===== config.mk =====
export PLATFORM = sky130hd
export DESIGN_NAME = apb4_user_ip_mux
export DESIGN_NICKNAME = d
export VERILOG_FILES = /design/src/rtl/apb4_user_ip_mux.sv
export SDC_FILE = /design/constraint.sdc
export NUM_CORES = 1
export LEC_CHECK = 0
export BUFFER_PORTS_ARGS = -buffer_cell sky130_fd_sc_hd__buf_2
export CAP_MARGIN = 20
export CORE_AREA = 2 2 218 220
export DETAILED_ROUTE_END_ITERATION = 12
export DIE_AREA = 0 0 220 222
export PLACE_DENSITY = 0.31
export SYNTH_ARGS = -nofsm -noshare
export SYNTH_HDL_FRONTEND = slang
export SYNTH_SLANG_ARGS = --single-unit
export TNS_END_PERCENT = 20

===== constraint.sdc =====
create_clock -name clk_i -period 1.7 [get_ports clk_i]
set_clock_uncertainty 0.05 [all_clocks]
set_input_delay 0.085 -clock clk_i [delete_from_list [all_inputs] [get_ports clk_i]]
set_output_delay 0.085 -clock clk_i [all_outputs]
set_load 0.03 [all_outputs]

===== src/rtl/apb4_user_ip_mux.sv =====
// APB4 fan-out to NUM_CH user-IP channels. Zero-latency combinational path for
// valid channels. Bad selects and hung slaves complete with PSLVERR instead of stalling.
module apb4_user_ip_mux #(
  parameter int NUM_CH      = 4,
  parameter int SEL_WIDTH   = 5,
  parameter int ADDR_WIDTH  = 32,
  parameter int DATA_WIDTH  = 32,
  parameter int TIMEOUT_CYC = 256,
  parameter int CNT_WIDTH   = 8
) (
  input  logic                                 clk_i,
  input  logic                                 rst_i,
  input  logic [SEL_WIDTH-1:0]                 sel_i,
  input  logic [ADDR_WIDTH-1:0]                s_paddr,
  input  logic [2:0]                           s_pprot,
  input  logic                                 s_psel,
  input  logic                                 s_penable,
  input  logic                                 s_pwrite,
  input  logic [DATA_WIDTH-1:0]                s_pwdata,
  input  logic [DATA_WIDTH/8-1:0]              s_pstrb,
  output logic                                 s_pready,
  output logic [DATA_WIDTH-1:0]                s_prdata,
  output logic                                 s_pslverr,
  output logic [NUM_CH-1:0][ADDR_WIDTH-1:0]    m_paddr,
  output logic [NUM_CH-1:0][2:0]               m_pprot,
  output logic [NUM_CH-1:0]                    m_psel,
  output logic [NUM_CH-1:0]                    m_penable,
  output logic [NUM_CH-1:0]                    m_pwrite,
  output logic [NUM_CH-1:0][DATA_WIDTH-1:0]    m_pwdata,
  output logic [NUM_CH-1:0][DATA_WIDTH/8-1:0]  m_pstrb,
  input  logic [NUM_CH-1:0]                    m_pready,
  input  logic [NUM_CH-1:0]                    m_pslverr,
  input  logic [NUM_CH-1:0][DATA_WIDTH-1:0]    m_prdata,
  output logic [SEL_WIDTH-1:0]                 act_sel_o,
  output logic [CNT_WIDTH-1:0]                 timeout_cnt_o,
  output logic [CNT_WIDTH-1:0]                 decerr_cnt_o,
  output logic                                 err_pulse_o
);

  typedef enum logic [1:0] {IDLE, SETUP, ACCESS, ABORT} state_e;

  localparam int WAIT_W = (TIMEOUT_CYC < 2) ? 1 : $clog2(TIMEOUT_CYC + 1);
  localparam logic [WAIT_W-1:0] WAIT_LAST = WAIT_W'((TIMEOUT_CYC == 0) ? 0 : TIMEOUT_CYC - 1);

  state_e                 state_q, state_d, phase;
  logic [SEL_WIDTH-1:0]   act_sel_q, act_sel_d;
  logic [WAIT_W-1:0]      wait_q, wait_d;
  logic [CNT_WIDTH-1:0]   tmo_cnt_q, tmo_cnt_d, dec_cnt_q, dec_cnt_d;
  logic                   err_pulse_q, err_pulse_d;

  logic [NUM_CH-1:0]      sel_oh;
  logic                   sel_valid;
  logic                   sel_pready, sel_pslverr;
  logic [DATA_WIDTH-1:0]  sel_prdata;
  logic                   dec_cpl, tmo_cpl;

  // One-hot decode by loop so an out-of-range select never indexes the arrays.
  always_comb begin
    sel_oh      = '0;
    sel_pready  = 1'b0;
    sel_pslverr = 1'b0;
    sel_prdata  = '0;
    for (int ch = 0; ch < NUM_CH; ch++) begin
      if (32'(act_sel_q) == 32'(ch)) begin
        sel_oh[ch]  = 1'b1;
        sel_pready  = m_pready[ch];
        sel_pslverr = m_pslverr[ch];
        sel_prdata  = m_prdata[ch];
      end
    end
    sel_valid = |sel_oh;
  end

  always_comb begin
    m_paddr   = '0;
    m_pprot   = '0;
    m_psel    = '0;
    m_penable = '0;
    m_pwrite  = '0;
    m_pwdata  = '0;
    m_pstrb   = '0;
    for (int ch = 0; ch < NUM_CH; ch++) begin
      if (sel_oh[ch] && s_psel && (state_q != ABORT)) begin
        m_psel[ch]    = 1'b1;
        m_penable[ch] = s_penable;
        m_paddr[ch]   = s_paddr;
        m_pprot[ch]   = s_pprot;
        m_pwrite[ch]  = s_pwrite;
        m_pwdata[ch]  = s_pwdata;
        m_pstrb[ch]   = s_pstrb;
      end
    end
  end

  always_comb begin
    s_pready  = 1'b0;
    s_pslverr = 1'b0;
    s_prdata  = '0;
    case (state_q)
      ACCESS: begin
        if (sel_valid) begin
          s_pready  = sel_pready;
          s_pslverr = sel_pslverr;
          s_prdata  = sel_prdata;
        end else begin
          s_pready  = 1'b1;
          s_pslverr = 1'b1;
        end
      end
      ABORT: begin
        s_pready  = 1'b1;
        s_pslverr = 1'b1;
      end
      default: ;
    endcase
  end

  // SETUP is the idle cycle in which the master presents psel without penable.
  always_comb begin
    phase = state_q;
    if ((state_q == IDLE) && s_psel && !s_penable) phase = SETUP;
    state_d = phase;
    case (phase)
      SETUP:  state_d = ACCESS;
      ACCESS: begin
        if (s_pready || !s_psel)
          state_d = IDLE;
        else if ((TIMEOUT_CYC != 0) && (wait_q == WAIT_LAST))
          state_d = ABORT;
      end
      ABORT:  state_d = IDLE;
      default: state_d = IDLE;
    endcase

    wait_d    = ((state_q == ACCESS) && (state_d == ACCESS)) ? wait_q + 1'b1 : '0;
    act_sel_d = s_psel ? act_sel_q : sel_i;

    dec_cpl     = (state_q == ACCESS) && !sel_valid;
    tmo_cpl     = (state_q == ABORT);
    err_pulse_d = dec_cpl || tmo_cpl;
    dec_cnt_d   = (dec_cpl && (dec_cnt_q != '1)) ? dec_cnt_q + 1'b1 : dec_cnt_q;
    tmo_cnt_d   = (tmo_cpl && (tmo_cnt_q != '1)) ? tmo_cnt_q + 1'b1 : tmo_cnt_q;
  end

  always_ff @(posedge clk_i or posedge rst_i) begin
    if (rst_i) begin
      state_q     <= IDLE;
      act_sel_q   <= '0;
      wait_q      <= '0;
      tmo_cnt_q   <= '0;
      dec_cnt_q   <= '0;
      err_pulse_q <= 1'b0;
    end else begin
      state_q     <= state_d;
      act_sel_q   <= act_sel_d;
      wait_q      <= wait_d;
      tmo_cnt_q   <= tmo_cnt_d;
      dec_cnt_q   <= dec_cnt_d;
      err_pulse_q <= err_pulse_d;
    end
  end

  assign act_sel_o     = act_sel_q;
  assign timeout_cnt_o = tmo_cnt_q;
  assign decerr_cnt_o  = dec_cnt_q;
  assign err_pulse_o   = err_pulse_q;

endmodule


==> flow_results.xml <==
<?xml version="1.0" encoding="UTF-8"?>
<metrics>
  <group name="clock_tree">
    <metric name="tritoncts.num_buffers" unit="">5</metric>
    <metric name="clk_root_buffer_cell" unit="">sky130_fd_sc_hd__clkbuf_16</metric>
    <metric name="worst_setup_hold_path_clk_slew" unit="ns">0.06</metric>
    <metric name="htree_num_levels" unit="">2</metric>
    <metric name="clock_latency" unit="ns">0.28</metric>
    <metric name="tritoncts_num_sinks" unit="">33</metric>
    <metric name="worst_case_clock_buffer_depth" unit="">2</metric>
    <metric name="tritoncts" unit="">done</metric>
  </group>
  <group name="critical_path">
    <metric name="worstRegToRegCells" unit="">6</metric>
    <metric name="timing.critical_path.max_delay_family" unit="">simple AND/OR/NAND/NOR gates</metric>
    <metric name="critPathMaxStageDelay" unit="ns">0.42</metric>
    <metric name="worstReg2RegStart" unit="">act_sel_o[2]</metric>
    <metric name="crit_buf_inv" unit="">4</metric>
    <metric name="worst_setup_path_start_kind" unit="">flip-flop</metric>
    <metric name="crit_path_frequent_cell" unit="">sky130_fd_sc_hd__buf_6</metric>
    <metric name="critical_path.slowest_cell" unit="">sky130_fd_sc_hd__dfrtp_2</metric>
    <metric name="r2r-end" unit="">wait_q[6]</metric>
    <metric name="critPathMaxFanout" unit="">20</metric>
    <metric name="critical_path.endpoint_type" unit="">output port</metric>
    <metric name="timing.reg2reg.setup_slack" unit="ns">-0.11</metric>
    <metric name="setup.worst_path.class" unit="">reg2out</metric>
    <metric name="path_cells" unit="">nor3_4 &gt; nand3_2 &gt; buf_6 &gt; nor3b_4 &gt; buf_12 &gt; buf_16 &gt; and2_2 &gt; buf_6</metric>
    <metric name="critical_path_required" unit="ns">1.56</metric>
    <metric name="worst-endpoint-arrival" unit="ns">2.05</metric>
  </group>
  <group name="logic_synthesis">
    <metric name="postSynthNetCount" unit="">770</metric>
    <metric name="syn_avg_cell_area" unit="um^2">8.209</metric>
    <metric name="postSynth.topFlopCell" unit="">sky130_fd_sc_hd__dfrtp_1</metric>
    <metric name="synthesis.instances" unit="">549</metric>
    <metric name="ys_seq_area_frac" unit="">0.1832</metric>
    <metric name="synth_edf_count" unit="">0</metric>
    <metric name="async_set_or_reset_register_ratio_after_synthesis" unit="">1.000</metric>
    <metric name="synthesis.area" unit="um^2">4507</metric>
    <metric name="synth.ff_latch_count" unit="">33</metric>
    <metric name="ys_types" unit="">38</metric>
    <metric name="yosysWarningCount" unit="">0</metric>
  </group>
  <group name="worst_hold_path">
    <metric name="min_delay_path_depth" unit="">2</metric>
    <metric name="worst_hold_startpoint" unit="">sel_i[4]</metric>
    <metric name="min_path_type" unit="">in2reg</metric>
    <metric name="end_point_of_the_worst_hold_path" unit="">act_sel_o[4]</metric>
  </group>
  <group name="global_route">
    <metric name="grt_util_overall" unit="">0.1075</metric>
    <metric name="grt_pass1_wl" unit="mm">40.04</metric>
    <metric name="grt_pass1_vias" unit="">6487</metric>
    <metric name="grt_start_max_net_pins" unit="">41</metric>
    <metric name="grt_antenna_before_repair" unit="">1</metric>
    <metric name="globalRoute.totalOverflow" unit="">0</metric>
  </group>
  <group name="power">
    <metric name="post-layout-total-power" unit="mW">4.141</metric>
    <metric name="leakage" unit="nW">5.728</metric>
    <metric name="vdd.ir_drop.worst" unit="V">0.0003189</metric>
    <metric name="pwr_density_cell" unit="nW/um^2">356.4</metric>
  </group>
  <group name="floorplan">
    <metric name="start_util" unit="">0.09743</metric>
    <metric name="placementRows" unit="">79</metric>
    <metric name="coreArea" unit="um^2">46260</metric>
    <metric name="die_area" unit="um^2">48840</metric>
    <metric name="design.portCount" unit="">569</metric>
    <metric name="die_h" unit="um">222</metric>
    <metric name="die_width" unit="um">220</metric>
  </group>
  <group name="timing">
    <metric name="tightest_slew" unit="ns">0.4707</metric>
    <metric name="final.period_utilization" unit="">1.286</metric>
    <metric name="layout_setup_ws" unit="ns">-0.4868</metric>
    <metric name="fmax" unit="MHz">457.3</metric>
    <metric name="setup-violations-final" unit="">339</metric>
    <metric name="tns" unit="ns">-122.60</metric>
    <metric name="finalMaxSlewViolations" unit="">0</metric>
    <metric name="final_hold_vio_count" unit="">0</metric>
    <metric name="timing.max_slew.rel_slack" unit="">0.6862</metric>
    <metric name="setup_repair_after_global_routing_missed_its_margin" unit="">true</metric>
    <metric name="final_period_minus_worst_setup_slack" unit="ns">2.187</metric>
  </group>
  <group name="layout">
    <metric name="nNetsFinal" unit="">1384</metric>
    <metric name="area.growth.synth_to_final" unit="%">157.8</metric>
    <metric name="share_of_final_layout_standard_cells_stronger_than_drive_strength_1" unit="">0.8273</metric>
    <metric name="fillCellCount" unit="">4961</metric>
  </group>
  <group name="drt">
    <metric name="detail_route.drc_violations" unit="">0</metric>
    <metric name="vias" unit="">6375</metric>
    <metric name="drt_first_iter_violations" unit="">197</metric>
    <metric name="route.antenna.remaining_nets" unit="">0</metric>
    <metric name="via_per_inst" unit="">3.598</metric>
    <metric name="routed_wirelength" unit="mm">30.26</metric>
    <metric name="per_cell_routed_wire_length" unit="um">17.08</metric>
    <metric name="drtPass1Iterations" unit="">4</metric>
  </group>
  <group name="outcome">
    <metric name="failed_checks" unit="">negative setup slack</metric>
    <metric name="status" unit="">finished, violations left</metric>
  </group>
  <group name="job">
    <metric name="cap_violations" unit="">0</metric>
  </group>
  <group name="place">
    <metric name="detailedPlace.worstSlack" unit="ns">-0.2865</metric>
    <metric name="port_bufs" unit="">568</metric>
    <metric name="finalWeightedCongestion" unit="">0.7936</metric>
    <metric name="hpwl" unit="mm">22.60</metric>
  </group>
</metrics>
[cell usage after synthesis, drive strengths merged, types with 5 or more instances]
| library cell | number | area share |
|---|---|---|
| mux4 | 27 | 0.13 |
| nor3 | 8 | 0.011 |
| xnor2 | 15 | 0.029 |
| mux2 | 13 | 0.032 |
| buf | 15 | 0.019 |
| nor2b | 29 | 0.041 |
| nand4 | 7 | 0.0097 |
| and2 | 293 | 0.41 |
| dfrtp | 33 | 0.18 |
| nand3 | 6 | 0.0067 |
| o22ai | 7 | 0.0097 |
| clkbuf | 31 | 0.027 |
| xor2 | 5 | 0.0097 |
| nor2 | 19 | 0.016 |
| and3 | 7 | 0.0097 |
| nand2 | 9 | 0.0075 |
[cell families (layout without fill, tap and decap cells)]
logic type / Yosys count / after routing / synth area share
AND/OR/NAND/NOR: 387 / 387 / 0.5242
buffers and inverters: 50 / 665 / 0.04997
multiplexers: 41 / 41 / 0.1696
flip-flops: 33 / 33 / 0.1832
XOR/XNOR: 20 / 20 / 0.03887
AO/OA/AOI/OAI: 14 / 14 / 0.02304
adder cells (fa/ha/maj): 4 / 4 / 0.01111
other: 0 / 1 / 0
[placed cells by master (no fill, tap or decap), types with 6 or more instances in the layout]
cell and n:
sky130_fd_sc_hd__and2_1 78, sky130_fd_sc_hd__and2_2 121, sky130_fd_sc_hd__and2_4 94, sky130_fd_sc_hd__and3_1 7
sky130_fd_sc_hd__buf_12 18, sky130_fd_sc_hd__buf_16 6, sky130_fd_sc_hd__buf_2 250, sky130_fd_sc_hd__buf_4 45
sky130_fd_sc_hd__buf_6 251, sky130_fd_sc_hd__clkbuf_16 9, sky130_fd_sc_hd__clkbuf_4 73, sky130_fd_sc_hd__dfrtp_1 28
sky130_fd_sc_hd__mux2_2 13, sky130_fd_sc_hd__mux4_2 27, sky130_fd_sc_hd__nand2_1 9, sky130_fd_sc_hd__nand4_1 7
sky130_fd_sc_hd__nor2_1 16, sky130_fd_sc_hd__nor2b_4 24, sky130_fd_sc_hd__nor3_4 8, sky130_fd_sc_hd__o22ai_1 7
sky130_fd_sc_hd__xnor2_1 15
[metrics by stage]
stage          hold WS, ns  std cells  instance area [um^2]  utilization
3_3_place_gp        0.1800       1744                  9114       0.1970
6_report           0.01371       1772                 11620       0.2511
2_1_floorplan       0.1636        549                  5069            -
5_1_grt            0.01498       1771                 11610       0.2511
4_1_cts            0.01113       1762                 10150       0.2194
3_5_place_dp        0.1818       1744                  9114       0.1970
[state kept, by name, summed over array words and instances, names as in the netlist]
| name | count |
|---|---|
| act_sel_o | 5 |
| decerr_cnt_o | 8 |
| err_pulse_o | 1 |
| state_q | 2 |
| timeout_cnt_o | 8 |
| wait_q | 9 |
[routing by layer]
layer | up-vias | global-route usage | routed length, um
li1 | 3009 | - | -
met1 | 3037 | 0.1181 | 11600
met2 | 316 | 0.2169 | 16230
met3 | 13 | 0.01591 | 2180
met4 | 0 | 0.01429 | 252
met5 | - | 0 | 0
[how the worst max path moves through the flow]
| stage | start | end | slack, ns | cells past startpoint |
|---|---|---|---|---|
| after detailed placement | act_sel_o[2] | m_paddr[49] | -0.29 | 7 |
| final | act_sel_o[2] | m_paddr[50] | -0.49 | 8 |
| after global placement | act_sel_o[2] | m_paddr[43] | -0.27 | 7 |
| after floorplan | decerr_cnt_o[0] | decerr_cnt_o[1] | -0.25 | 4 |
| after global routing | act_sel_o[2] | m_pwrite[1] | -0.60 | 8 |
| after CTS | act_sel_o[2] | m_pwdata[28] | -0.52 | 8 |
[final cells by class]
| class | count | area, um^2 | area share |
|---|---|---|---|
| timing repair buffer | 653 | 5659 | 0.4871 |
| inverter | 4 | 15.01 | 0.001292 |
| sequential | 33 | 832.0 | 0.07162 |
| clock inverter | 3 | 65.06 | 0.005600 |
| clock buffer | 5 | 125.1 | 0.01077 |
| multi-input combinational | 466 | 4159 | 0.3580 |
| tap | 607 | 759.5 | 0.06537 |
| antenna | 1 | 2.502 | 0.0002154 |
[report_power, final]
part | total (mW) | switching [mW] | internal [mW] | leakage [nW]
logic | 2.04 | 1.04 | 0.999 | 5.20
clock network | 1.19 | 0.357 | 0.838 | 0.0938
registers | 0.910 | 0.0499 | 0.860 | 0.435
total | 4.14 | 1.44 | 2.70 | 5.73
[worst reg2reg max path, stage by stage (launching register included)]
cell and delay (ns):
sky130_fd_sc_hd__dfrtp_2 0.42, sky130_fd_sc_hd__buf_4 0.15, sky130_fd_sc_hd__or3_4 0.38, sky130_fd_sc_hd__nor4b_2 0.37, sky130_fd_sc_hd__nand2b_1 0.10, sky130_fd_sc_hd__buf_4 0.18
sky130_fd_sc_hd__nor2_1 0.10
[repair_timing]
item	4_1_cts	5_1_grt
buffers inserted	2	2
gates cloned	4	7
endpoints found under the hold margin	36	0
resized for setup	218	537
endpoints found under the setup margin	340	344
pin swaps	5	63
hold buffers	4	0
No activity file was read; power rests on OpenSTA's default activity.
